==> src/rtl/instr_prefetch_if.sv <==
// Consumer-side handshake between the instruction prefetch queue and the control unit.
// The prefetch queue is the master; the control unit drives ready and redirect.
interface instr_prefetch_if #(
  parameter int PC_WIDTH = 6
);
  logic                instr_valid;
  logic                instr_ready;
  logic [15:0]         instr;
  logic [PC_WIDTH-1:0] instr_pc;
  logic                redirect;
  logic [PC_WIDTH-1:0] redirect_pc;

  modport master (
    output instr_valid, instr, instr_pc,
    input  instr_ready, redirect, redirect_pc
  );

  modport slave (
    input  instr_valid, instr, instr_pc,
    output instr_ready, redirect, redirect_pc
  );
endinterface

==> src/rtl/instr_prefetch.sv <==
// Instruction prefetch queue: walks sequential program addresses into a small FIFO,
// presents the head over valid/ready, flushes on redirect and stops at the halt address.
module instr_prefetch #(
  parameter int PC_WIDTH = 6,
  parameter int DEPTH    = 4
) (
  input  logic                  clock,
  input  logic                  reset,
  output logic [PC_WIDTH-1:0]   pm_addr,
  input  logic [15:0]           pm_data,
  instr_prefetch_if.master      cu,
  output logic                  halted,
  output logic [$clog2(DEPTH):0] count
);
  localparam int PTR_W = $clog2(DEPTH);
  localparam logic [PC_WIDTH-1:0] HALT_PC  = {PC_WIDTH{1'b1}};
  localparam logic [PTR_W:0]      FULL_CNT = (PTR_W+1)'(DEPTH);
  localparam logic [PTR_W:0]      ZERO_CNT = {(PTR_W+1){1'b0}};

  logic [PC_WIDTH-1:0] fetch_pc_r, fetch_pc_nxt_s;
  logic [PTR_W-1:0]    wr_ptr_r, wr_ptr_nxt_s;
  logic [PTR_W-1:0]    rd_ptr_r, rd_ptr_nxt_s;
  logic [PTR_W:0]      count_r, count_nxt_s;
  logic                valid_r;
  logic                halted_r;
  logic                push_s;
  logic                pop_s;
  logic [15:0]         mem_instr_r [DEPTH];
  logic [PC_WIDTH-1:0] mem_pc_r    [DEPTH];

  // A pop at full frees the slot the same cycle, so push may proceed alongside it.
  assign pop_s  = valid_r && cu.instr_ready && !cu.redirect;
  assign push_s = !cu.redirect && (fetch_pc_r != HALT_PC) &&
                  ((count_r != FULL_CNT) || pop_s);

  // Next-state for fetch address, pointers and occupancy; redirect overrides everything.
  always_comb begin
    fetch_pc_nxt_s = fetch_pc_r;
    wr_ptr_nxt_s   = wr_ptr_r;
    rd_ptr_nxt_s   = rd_ptr_r;
    count_nxt_s    = count_r;
    if (cu.redirect) begin
      fetch_pc_nxt_s = cu.redirect_pc;
      wr_ptr_nxt_s   = {PTR_W{1'b0}};
      rd_ptr_nxt_s   = {PTR_W{1'b0}};
      count_nxt_s    = ZERO_CNT;
    end else begin
      if (push_s) begin
        fetch_pc_nxt_s = fetch_pc_r + PC_WIDTH'(1);
        wr_ptr_nxt_s   = wr_ptr_r + PTR_W'(1);
      end else begin
        fetch_pc_nxt_s = fetch_pc_r;
        wr_ptr_nxt_s   = wr_ptr_r;
      end
      if (pop_s) begin
        rd_ptr_nxt_s = rd_ptr_r + PTR_W'(1);
      end else begin
        rd_ptr_nxt_s = rd_ptr_r;
      end
      case ({push_s, pop_s})
        2'b10:   count_nxt_s = count_r + (PTR_W+1)'(1);
        2'b01:   count_nxt_s = count_r - (PTR_W+1)'(1);
        default: count_nxt_s = count_r;
      endcase
    end
  end

  // Control state; valid and halted are registered from next-state so outputs never glitch.
  always_ff @(posedge clock or negedge reset) begin
    if (!reset) begin
      fetch_pc_r <= {PC_WIDTH{1'b0}};
      wr_ptr_r   <= {PTR_W{1'b0}};
      rd_ptr_r   <= {PTR_W{1'b0}};
      count_r    <= ZERO_CNT;
      valid_r    <= 1'b0;
      halted_r   <= 1'b0;
    end else begin
      fetch_pc_r <= fetch_pc_nxt_s;
      wr_ptr_r   <= wr_ptr_nxt_s;
      rd_ptr_r   <= rd_ptr_nxt_s;
      count_r    <= count_nxt_s;
      valid_r    <= (count_nxt_s != ZERO_CNT);
      halted_r   <= (fetch_pc_nxt_s == HALT_PC) && (count_nxt_s == ZERO_CNT);
    end
  end

  // Instruction storage is intentionally left uninitialised; valid gates its use.
  always_ff @(posedge clock) begin
    if (push_s) begin
      mem_instr_r[wr_ptr_r] <= pm_data;
      mem_pc_r[wr_ptr_r]    <= fetch_pc_r;
    end
  end

  assign pm_addr        = fetch_pc_r;
  assign count          = count_r;
  assign halted         = halted_r;
  assign cu.instr_valid = valid_r;
  assign cu.instr       = mem_instr_r[rd_ptr_r];
  assign cu.instr_pc    = mem_pc_r[rd_ptr_r];
endmodule

==> src/flat_wrapper.sv <==
// flat-port wrapper written by rule: the top's interface ports become plain ports
module instr_prefetch_flat 
#(
  parameter int PC_WIDTH = 6,
  parameter int DEPTH    = 4
)
  (clock, reset, pm_addr, pm_data, halted, count, cu_instr_valid, cu_instr, cu_instr_pc, cu_instr_ready, cu_redirect, cu_redirect_pc);
  instr_prefetch_if #(.PC_WIDTH(PC_WIDTH)) cu_i ();
  input  logic clock;
  input  logic reset;
  output logic [PC_WIDTH-1:0] pm_addr;
  input  logic [15:0] pm_data;
  output logic halted;
  output logic [$clog2(DEPTH):0] count;
  output wire logic [$bits(cu_i.instr_valid)-1:0] cu_instr_valid;
  output wire logic [$bits(cu_i.instr)-1:0] cu_instr;
  output wire logic [$bits(cu_i.instr_pc)-1:0] cu_instr_pc;
  input wire logic [$bits(cu_i.instr_ready)-1:0] cu_instr_ready;
  input wire logic [$bits(cu_i.redirect)-1:0] cu_redirect;
  input wire logic [$bits(cu_i.redirect_pc)-1:0] cu_redirect_pc;
  assign cu_instr_valid = cu_i.instr_valid;
  assign cu_instr = cu_i.instr;
  assign cu_instr_pc = cu_i.instr_pc;
  assign cu_i.instr_ready = cu_instr_ready;
  assign cu_i.redirect = cu_redirect;
  assign cu_i.redirect_pc = cu_redirect_pc;
  instr_prefetch #(.PC_WIDTH(PC_WIDTH), .DEPTH(DEPTH)) u_core (.clock(clock), .reset(reset), .pm_addr(pm_addr), .pm_data(pm_data), .cu(cu_i), .halted(halted), .count(count));
endmodule
==> config.mk <==
export PLATFORM = sky130hd
export DESIGN_NAME = instr_prefetch_flat
export DESIGN_NICKNAME = d
export VERILOG_FILES = /design/src/rtl/instr_prefetch_if.sv /design/src/rtl/instr_prefetch.sv /design/src/flat_wrapper.sv
export SDC_FILE = /design/constraint.sdc
export NUM_CORES = 1
export LEC_CHECK = 0
export ABC_AREA = 1
export BUFFER_PORTS_ARGS = -buffer_cell sky130_fd_sc_hd__clkbuf_2
export CORE_MARGIN = 3
export CORE_UTILIZATION = 61
export CTS_CLUSTER_DIAMETER = 30
export DETAILED_ROUTE_END_ITERATION = 10
export GPL_TIMING_DRIVEN = 0
export PLACE_DENSITY = 0.91
export SLEW_MARGIN = 30
export SYNTH_ARGS = -nofsm -noshare
export SYNTH_HDL_FRONTEND = slang
export SYNTH_SLANG_ARGS = --single-unit
==> constraint.sdc <==
create_clock -name clock -period 5.05 [get_ports clock]
set_input_delay 0.505 -clock clock [delete_from_list [all_inputs] [get_ports clock]]
set_output_delay 0.505 -clock clock [all_outputs]
set_load 0.05 [all_outputs]
==> run summary, run 1 <==
Synth top area cells = edfxtp_1 63%, dfrtp_1 8.9%, nor2_1 6.0%
Netlist Area Pre-Place = 0.004215 sq mm
Total CTS buffers = 9
Number of global-route vias before repair = 2898
Ant diodes = 0
DP Wirelength = 5899 um
Row cnt = 29
Initial antenna violation count = 0
Combined area of the multi-input logic cells = 0.001079 sq mm
Arr. time, crit path = 3210 ps
Leakage = 1.923 nW
CP dominant cell by count = nor2_1
Asr flop ratio synth = 0.1456
Synth Net Count = 380
Detail Route Antenna Nets = 0
Worst hold slack = 46.50 ps
Top-count cell post-synth = edfxtp_1
I/O Buffers = 58
Fin cells = 500
Seq/Total Area, Yosys = 0.7159
Avg Cell Area, Syn = 12.15 sq um
Pwr dens = 477.9 mW/mm^2
Die X = 89.13 um
Number of synthesized flops with an enable pin = 88
Final WL = 9119 um
Die ar. = 0.007944 sq mm
Crit Path Max Fanout = 10
Layout Skew = 11.22 ps
CP Cell Sequence = ha_1, nand3_1, nor2_1, nor2_4, nand2_4, ha_1, fa_1, nor2_1, nor2_1, nand2_1, nand2_1, nand3_1, nand3_1, nor2_1, nand3_1, nor2_1
Slowest CP cell = dfrtp_1
Hold-fix buffer count after cts = 0
First-pass GRT wire length = 14250 um
Resized cells post-CTS = 0
Crit path capture type = flip-flop
Clk slew on worst S/H paths = 90 ps
Root buf cell = clkbuf_8
Yosys cell types = 27
CP peak stage delay = 530 ps
1st-iter DRT viols = 276
Ports = 59
Cell taking the most area after synthesis = edfxtp_1
Share of layout cells above drive strength 1 = 0.2222
CTS max path bufs = 2
Layout Nets = 451
Synth Flop Type = edfxtp_1
DR pass1 iterations = 5
Effective utilization at floorplan = 0.6454
CTS tree = yes
Tightest Pin Transition = 705.5 ps
GP Congestion = 0.8819
Max-cap violations = 0
Worst hold path class = in2async
Final Hold Vio Count = 0
Synth top cells by count = 88 x edfxtp_1, 67 x nor2_1, 48 x o21ai_0
Post-Syn Instances = 347
Clock Sinks = 103
Post-route DRC violation count = 0
Routed vias/inst = 5.946
Area delta synth->final = 16.24%
Sum of negative setup slack = 0 ps
Gr usage total = 0.2457
Crit start category = flip-flop
Routed len/inst = 18.24 um
RSZ-0062 raised after global routing = false
Max-slew violation count = 0
Die height = 89.13 um
Largest net degree at the start of global routing = 23
Top cell type's share of synthesized area = 0.6269
Core footprint = 0.006531 sq mm
Worst EP required = 5340 ps
Inst Count DP = 484
Warnings, synthesis = 0
Register Area = 0.003018 sq mm
Relative slew slack = 0.5285
FMAX = 0.3419 GHz
Crit Path Class = reg2reg
Yosys reg bits = 103
Clock insertion delay at the later pin of the skew report = 370 ps
# fillers = 416
Period minus WS final = 2925 ps
# setup viols final = 0
Final worst path period share = 0.5792
Total grt overflow = 0
Max IR drop VDD = 0.0002296 V
Via count = 2973
H-Tree Depth = 3
Status = finished, final reports clean
Setup bufs post-CTS = 0
==> placed cells by master (no fill, tap or decap), drive strengths merged <==
cell type,count
nand2,31
ha,6
buf,4
xnor2,1
clkinv,4
o22ai,22
nand4,1
clkbuf,80
o21ai,48
inv,24
fa,1
edfxtp,88
a22o,1
bufinv,2
clkinvlp,1
nor3,1
nor2,71
dfrtp,15
a21oi,4
nand3,14
o21bai,1
or2,3
==> worst paths after layout <==
| kind | slack [ps] | depth (start not counted) | start | endpoint |
|---|---|---|---|---|
| max | 2130 | 16 | u_core.pm_addr[0] | u_core.halted |
| min | 50 | 1 | reset | u_core.count[2] |
| max reg2reg | 2130 | 16 | u_core.pm_addr[0] | u_core.halted |
| min reg2reg | 570 | 1 | u_core.wr_ptr_r[1] | u_core.wr_ptr_r[1] |
| max in group asynchronous | 4730 | 1 | reset | u_core.pm_addr[5] |
| min in group clock | 350 | 1 | pm_data[9] | u_core.mem_instr_r[2][9] |
==> critical path: cells and delay by family (launching register included) <==
kind | cells | cell delay (ps)
adder cells (fa/ha/maj) | 3 | 980
flip-flops | 1 | 530
AND/OR/NAND/NOR | 13 | 1340
==> power breakdown <==
group / switching, W / leakage, nW / total (W) / internal [W]
sequential: 0.0000539 / 0.990 / 0.00111 / 0.00105
clock: 0.000277 / 0.104 / 0.000555 / 0.000278
combinational: 0.000520 / 0.829 / 0.000680 / 0.000160
==> layout make-up <==
cell class	instances	share of cell area
flip-flops and latches	103	0.6159
multi-input cells	205	0.2201
repair buffers	60	0.07048
clock buffers	10	0.02605
well taps	77	0.01966
inverters	25	0.01915
clock inverters	6	0.01736
plain buffers	14	0.01124
==> cell families (layout without fill, tap and decap cells) <==
family / count (synthesis) / count (layout) / synth area share
AOI/OAI and AO/OA: 76 / 76 / 0.09825
xor gates and xnor gates: 1 / 1 / 0.002078
adders and majority gates: 7 / 7 / 0.02256
buffers and inverters: 39 / 115 / 0.03532
DFF: 103 / 103 / 0.7159
and+or+nand+nor: 121 / 121 / 0.1259
==> through the flow <==
stage	power (W)	utilization	cell area, sq um	worst slack [ps]
final	0.002341	0.7502	4900	2125
after detailed placement	0.001803	0.7176	4687	2208
after global routing	0.002439	0.7502	4900	1908
after global placement	0.001749	0.7046	4602	1844
after floorplan	0.001590	-	4215	2309
after CTS	0.002344	0.7502	4900	2121
==> sequential cells by signal (all words and copies together), names as in the netlist <==
signal                 flops
u_core.halted              1
u_core.pm_addr             6
u_core.count               3
u_core.wr_ptr_r            2
u_core.rd_ptr_r            2
u_core.cu.instr_valid      1
u_core.mem_instr_r        64
u_core.mem_pc_r           24
==> layer usage <==
metal	vias to the layer above	wire [um]	share of wire	GRT usage
met5	-	0	0	0
li1	1363	-	-	-
met1	1422	3575	0.39	0.3062
met3	29	661	0.072	0.05438
met4	0	191	0.021	0.08796
met2	159	4692	0.51	0.4246
Power figures use the tool's default switching activity.
==> run 2, diff against run 1 <==
--- a/config.mk
+++ b/config.mk
@@ -8,11 +8,11 @@
 export ABC_AREA = 1
 export BUFFER_PORTS_ARGS = -buffer_cell sky130_fd_sc_hd__clkbuf_2
 export CORE_MARGIN = 3
-export CORE_UTILIZATION = 61
+export CORE_UTILIZATION = 57
 export CTS_CLUSTER_DIAMETER = 30
 export DETAILED_ROUTE_END_ITERATION = 10
 export GPL_TIMING_DRIVEN = 0
-export PLACE_DENSITY = 0.91
+export PLACE_DENSITY = 0.86
 export SLEW_MARGIN = 30
 export SYNTH_ARGS = -nofsm -noshare
 export SYNTH_HDL_FRONTEND = slang
==> constraint.sdc (replaced) <==
create_clock -name clock -period 2.75 [get_ports clock]
set_input_delay 0.275 -clock clock [delete_from_list [all_inputs] [get_ports clock]]
set_output_delay 0.275 -clock clock [all_outputs]
set_load 0.05 [all_outputs]
==> run summary, run 2 (synthesized netlist as in run 1, its figures left out) <==
Hold depth = 1
Clock insertion delay at the later pin of the skew report = 360 ps (about the same)
Detail Route Antenna Nets = 0 (unchanged)
Layout Skew = 8.981 ps (-2.240 ps)
Tightest Pin Transition = 701.7 ps (-3.784 ps)
Setup slack after placement = -72.42 ps (-2280 ps)
Logic pwr share = 0.304 (+0.013)
Crit path capture type = flip-flop
Layout Nets = 458 (+1.6%)
R2R Path End = u_core.halted
Root buf cell = clkbuf_8
Biggest register = u_core.mem_instr_r
Most common cell after layout, fill and taps aside = edfxtp_1
Largest net degree at the start of global routing = 23 (unchanged)
Worst R2R Setup Slack = 140 ps (-1990 ps)
1st-iter DRT viols = 349 (+26%)
Max FFs per register = 64 (unchanged)
Hold worst-path end = u_core.mem_instr_r[3][9]
FF-to-FF Start = u_core.pm_addr[1]
Flop pwr share = 0.482 (+0.009)
Max IR drop VDD = 0.0004844 V (+110%)
Most frequent cells in the layout = 88 x edfxtp_1, 63 x nor2_1, 58 x clkbuf_2
Crit Path Class = reg2reg
Number of global-route vias before repair = 2844 (-1.9%)
DP Wirelength = 6069 um (+2.9%)
Initial antenna violation count = 0 (unchanged)
Total grt overflow = 0 (unchanged)
Sw power = 0.001544 W (+82%)
Worst-case reg-to-reg path depth = 16 (unchanged)
Leakage = 1.941 nW (+0.94%)
Worst hold slack = 130.4 ps (+83.94 ps)
DR pass1 iterations = 5 (unchanged)
Sum of negative setup slack = 0 ps (unchanged)
CTS tree = yes
Effective utilization at floorplan = 0.6038 (-0.04164)
Crit Path Max Fanout = 10 (unchanged)
Share of layout cells above drive strength 1 = 0.2424 (+0.02020)
Die height = 92.00 um (+3.2%)
# fillers = 484 (+16%)
H-Tree Depth = 3 (unchanged)
Ports = 59 (unchanged)
First-pass GRT wire length = 14100 um (-1.0%)
Die ar. = 0.008463 sq mm (+6.5%)
# setup viols final = 0 (unchanged)
Clk slew on worst S/H paths = 90 ps (about the same)
Worst setup margin = 137.8 ps (-1987 ps)
I/O Buffers = 58 (unchanged)
Via count = 2917 (-1.9%)
Worst hold path class = in2reg
Area delta synth->final = 17.84%
Clock power frac = 0.214 (-0.023)
Hold_sp = pm_data[9]
Gr usage total = 0.2172 (-0.02858)
Core Util, Final = 0.7115 (-0.03872)
Routed len/inst = 17.23 um (-5.5%)
Pwr dens = 846.2 mW/mm^2 (+77%)
Final Hold Vio Count = 0 (unchanged)
FMAX = 0.3828 GHz (+12%)
Die X = 92.00 um (+3.2%)
Max-cap violations = 0 (unchanged)
Total CTS buffers = 9 (unchanged)
Worst EP required = 3030 ps (-2310 ps)
Routed vias/inst = 5.556 (-6.6%)
Clock Sinks = 103 (unchanged)
GP Congestion = 0.8140 (-7.7%)
Final WL = 9045 um (-0.81%)
Post-route DRC violation count = 0 (unchanged)
Ant diodes = 0 (unchanged)
Max-slew violation count = 0 (unchanged)
Sw frac = 0.3674 (+0.004164)
Fin cells = 525 (+5.0%)
Period minus WS final = 2612 ps (-312.7 ps)
Inst Count DP = 504 (+4.1%)
Cell Int Power = 0.002659 W (+78%)
Crit start category = flip-flop
Status = finished, final reports clean
Row cnt = 30 (+3.4%)
Final worst path period share = 0.9499 (+0.3707)
Relative slew slack = 0.5311 (+0.002529)
Arr. time, crit path = 2890 ps (-320 ps)
CTS max path bufs = 2 (unchanged)
Core footprint = 0.006982 sq mm (+6.9%)
-- run 2: changes by cell type in the layout (fill, tap and decap cells not counted), sizes merged --
| cell | delta |
|---|---|
| buf | +6 |
| dlygate4sd3 | +1 |
| bufinv | -1 |
-- run 2: worst max-delay path by stage --
stage / from / endpoint / slack [ps] / cells past startpoint
after floorplan: u_core.pm_addr[0] / u_core.mem_instr_r[1][0] / 9 / 6
after global placement: u_core.pm_addr[0] / u_core.mem_instr_r[3][13] / -450 / 6
after detailed placement: u_core.pm_addr[0] / u_core.halted / -70 / 14
after CTS: u_core.pm_addr[1] / u_core.halted / 2 / 16
after global routing: u_core.pm_addr[1] / u_core.halted / -10 / 16
final: u_core.pm_addr[1] / u_core.halted / 140 / 16
-- run 2: per-stage QoR --
| step | power (W) | cell area (sq um) |
|---|---|---|
| after floorplan | 0.002919 | 4215 |
| after global placement | 0.003218 | 4626 |
| after detailed placement | 0.003315 | 4713 |
| after CTS | 0.004202 | 4921 |
| after global routing | 0.004392 | 4967 |
| final | 0.004203 | 4967 |
-- run 2: metal layers --
metal,track usage,vias to the layer above,part of all wire
met5,0,-,0
met3,0.03856,13,0.055
met4,0.07550,0,0.012
met1,0.2856,1415,0.42
met2,0.3662,110,0.52
li1,-,1379,-
-- run 2: area by class of cell --
cell class / count / area (sq um) / area share
Multi-Input combinational cell: 205 / 1095 / 0.2204
Inverter: 25 / 93.84 / 0.01889
Clock inverter: 5 / 60.06 / 0.01209
Tap cell: 96 / 120.1 / 0.02418
Clock buffer: 10 / 127.6 / 0.02569
Timing Repair Buffer: 67 / 395.4 / 0.07960
Buffer: 14 / 55.05 / 0.01108
Sequential cell: 103 / 3020 / 0.6081
-- run 2: timing repair --
item / 4_1_cts / 5_1_grt
resized for setup: 2 / 3
endpoints found under the hold margin: 15 / 0
setup endpoints to repair: 1 / 1
pin swaps: 0 / 2
hold buffers: 1 / 0
setup buffers: 1 / 4
-- run 2: worst max-delay path, stage by stage (launching register included) --
cell	delay (ps)
dfrtp_2	440
ha_1	240
nand3_2	110
nor2_1	70
nor2_4	170
nand2_8	120
ha_2	210
fa_1	390
nor2_1	120
nor2_1	60
nand2_1	50
nand2_1	40
nand3_1	80
nand3_1	120
nor2_1	130
nand3_1	80
nor2_1	100
-- run 2: power by group through the flow --
stage	registers (W)	clock network [W]	logic (W)
after floorplan	0.00214	0	0.000783
after CTS	0.00203	0.000913	0.00126
after global routing	0.00204	0.000980	0.00137
after detailed placement	0.00207	0	0.00125
final	0.00203	0.000900	0.00128
after global placement	0.00206	0	0.00116
==> run 3, diff against run 2 <==
==> constraint.sdc (replaced) <==
create_clock -name clock -period 2.5 [get_ports clock]
set_input_delay 0.25 -clock clock [delete_from_list [all_inputs] [get_ports clock]]
set_output_delay 0.25 -clock clock [all_outputs]
set_load 0.05 [all_outputs]
==> run summary, run 3 (synthesized netlist as in run 1, its figures left out) <==
Status = finished, final reports clean
Die height = 92.00 um (unchanged)
Hold depth = 1 (unchanged)
Largest net degree at the start of global routing = 18 (-22%)
Core footprint = 0.006982 sq mm (unchanged)
GP Congestion = 0.7847 (-3.6%)
# setup viols final = 0 (unchanged)
DP Wirelength = 5909 um (-2.6%)
Tightest Pin Transition = 567.7 ps (-134.0 ps)
Hold_sp = pm_data[12]
Crit Path Max Fanout = 10 (unchanged)
Ports = 59 (unchanged)
Max IR drop VDD = 0.0004282 V (-12%)
H-Tree Depth = 3 (unchanged)
Final WL = 9104 um (+0.65%)
Hold worst-path end = u_core.mem_instr_r[3][12]
Crit path from = u_core.rd_ptr_r[1]
CTS max path bufs = 2 (unchanged)
Share of layout cells above drive strength 1 = 0.2674 (+0.02502)
Max-cap violations = 0 (unchanged)
Clk slew on worst S/H paths = 100 ps (about the same)
Via count = 2970 (+1.8%)
I/O Buffers = 58 (unchanged)
Ant diodes = 0 (unchanged)
CTS tree = yes
Root buf cell = clkbuf_8
Total CTS buffers = 9 (unchanged)
R2R Path End = u_core.halted
Effective utilization at floorplan = 0.6038 (unchanged)
CP Cell Sequence = inv_1, clkbuf_1, o21ai_0, o22ai_1, clkbuf_2
Biggest register = u_core.mem_instr_r
Period minus WS final = 2374 ps
Total grt overflow = 0 (unchanged)
First-pass GRT wire length = 14270 um (+1.2%)
Worst EP required = 2250 ps (-780 ps)
Pwr dens = 917.5 mW/mm^2 (+8.4%)
Largest delay share family, worst path = buffers and inverters
DR pass1 iterations = 5 (unchanged)
Slowest CP cell = dfrtp_1
Arr. time, crit path = 2120 ps (-770 ps)
Tot Pwr = 0.004586 W (+9.1%)
Clock insertion delay at the later pin of the skew report = 360 ps (about the same)
Worst-case reg-to-reg path depth = 13 (-3)
Routed vias/inst = 5.646 (+1.6%)
Clock Sinks = 103 (unchanged)
Crit Path Class = reg2out
CP peak stage delay = 460 ps (+20 ps)
Sum of negative setup slack = 0 ps (unchanged)
Layout Skew = 8.770 ps (-0.2117 ps)
FF-to-FF Start = u_core.pm_addr[5]
Final worst path period share = 0.9495
FMAX = 0.4213 GHz
Final Hold Vio Count = 0 (unchanged)
Detail Route Antenna Nets = 0 (unchanged)
Max-slew violation count = 0 (unchanged)
Crit path capture type = primary output
Gr usage total = 0.2215 (+0.004329)
Area delta synth->final = 18.58%
Worst hold slack = 100.8 ps (-29.60 ps)
Leakage = 1.938 nW (-0.18%)
Die X = 92.00 um (unchanged)
Post-route DRC violation count = 0 (unchanged)
Routed len/inst = 17.31 um (+0.46%)
Max FFs per register = 64 (unchanged)
Number of global-route vias before repair = 2948 (+3.7%)
Most common cell after layout, fill and taps aside = edfxtp_1
# fillers = 489 (+1.0%)
Initial antenna violation count = 0 (unchanged)
Row cnt = 30 (unchanged)
Crit start category = flip-flop
Layout Nets = 458 (unchanged)
Worst path bufs/invs = 3 (+3)
Most frequent cells in the layout = 88 x edfxtp_1, 61 x clkbuf_2, 61 x nor2_1
Worst hold path class = in2reg
Die ar. = 0.008463 sq mm (unchanged)
Relative slew slack = 0.6215 (+0.09045)
Worst R2R Setup Slack = 160 ps (+20 ps)
1st-iter DRT viols = 272 (-22%)
## run 3: cell types whose count changed in the layout (fill, tap and decap cells not counted), moves of 2 or more
| cell | change |
|---|---|
| nor2_1 | -2 |
| nand3_1 | -2 |
| clkbuf_1 | -2 |
| dfrtp_1 | -2 |
| clkbuf_2 | +3 |
| buf_8 | +2 |
| dfrtp_2 | +2 |
## run 3: worst register-to-register path: cells and delay by family (launching register included)
kind,cells,cell delay (ps)
adders and majority gates,2,640
DFF,1,530
and+or+nand+nor,11,1120
## run 3: final cells by class
| type | count | area (sq um) | share of cell area |
|---|---|---|---|
| buffer | 14 | 58.81 | 0.01176 |
| clock inverter | 5 | 43.79 | 0.008761 |
| inverter | 25 | 93.84 | 0.01877 |
| sequential | 103 | 3023 | 0.6048 |
| tap | 96 | 120.1 | 0.02403 |
| clock buffer | 11 | 131.4 | 0.02628 |
| multi-input combinational | 205 | 1137 | 0.2275 |
| timing repair buffer | 67 | 390.4 | 0.07810 |
## run 3: layer usage
metal	GRT usage	part of all wire	wire [um]	vias to the layer above
met4	0.08540	0.019	170	0
met2	0.3863	0.51	4684	135
li1	-	-	-	1391
met1	0.2773	0.40	3606	1425
met3	0.03692	0.070	641	19
met5	0	0	0	-
## run 3: per-stage QoR
step	std cells	setup slack, ps	util	instance area [sq um]
after floorplan	347	-54.17	-	4223
after global placement	501	-636.3	0.6636	4633
after detailed placement	505	-267.1	0.6765	4723
after CTS	526	41.82	0.7104	4960
after global routing	526	-4.502	0.7160	4999
final	526	126.3	0.7160	4999
## run 3: repair_timing
| action | 4_1_cts | 5_1_grt |
|---|---|---|
| resized for setup | 4 | 14 |
| buffers inserted | 4 | 0 |
| pin swaps | 2 | 2 |
| setup endpoints to repair | 2 | 6 |
| hold buffers | 1 | 0 |
| endpoints found under the hold margin | 15 | 0 |
| cloned | 0 | 0 |
## run 3: how the worst max path moves through the flow
stage                                      to  depth (start not counted)
floorplan            u_core.mem_instr_r[1][0]                          6
global placement    u_core.mem_instr_r[0][13]                          6
detailed placement              u_core.halted                         16
CTS                             u_core.halted                         16
global route                    u_core.halted                         13
finish                         cu_instr_pc[4]                          5
## run 3: where the power goes
| group | switching [W] | internal, W |
|---|---|---|
| combinational | 0.00108 | 0.000351 |
| sequential | 0.000101 | 0.00213 |
| clock | 0.000557 | 0.000373 |
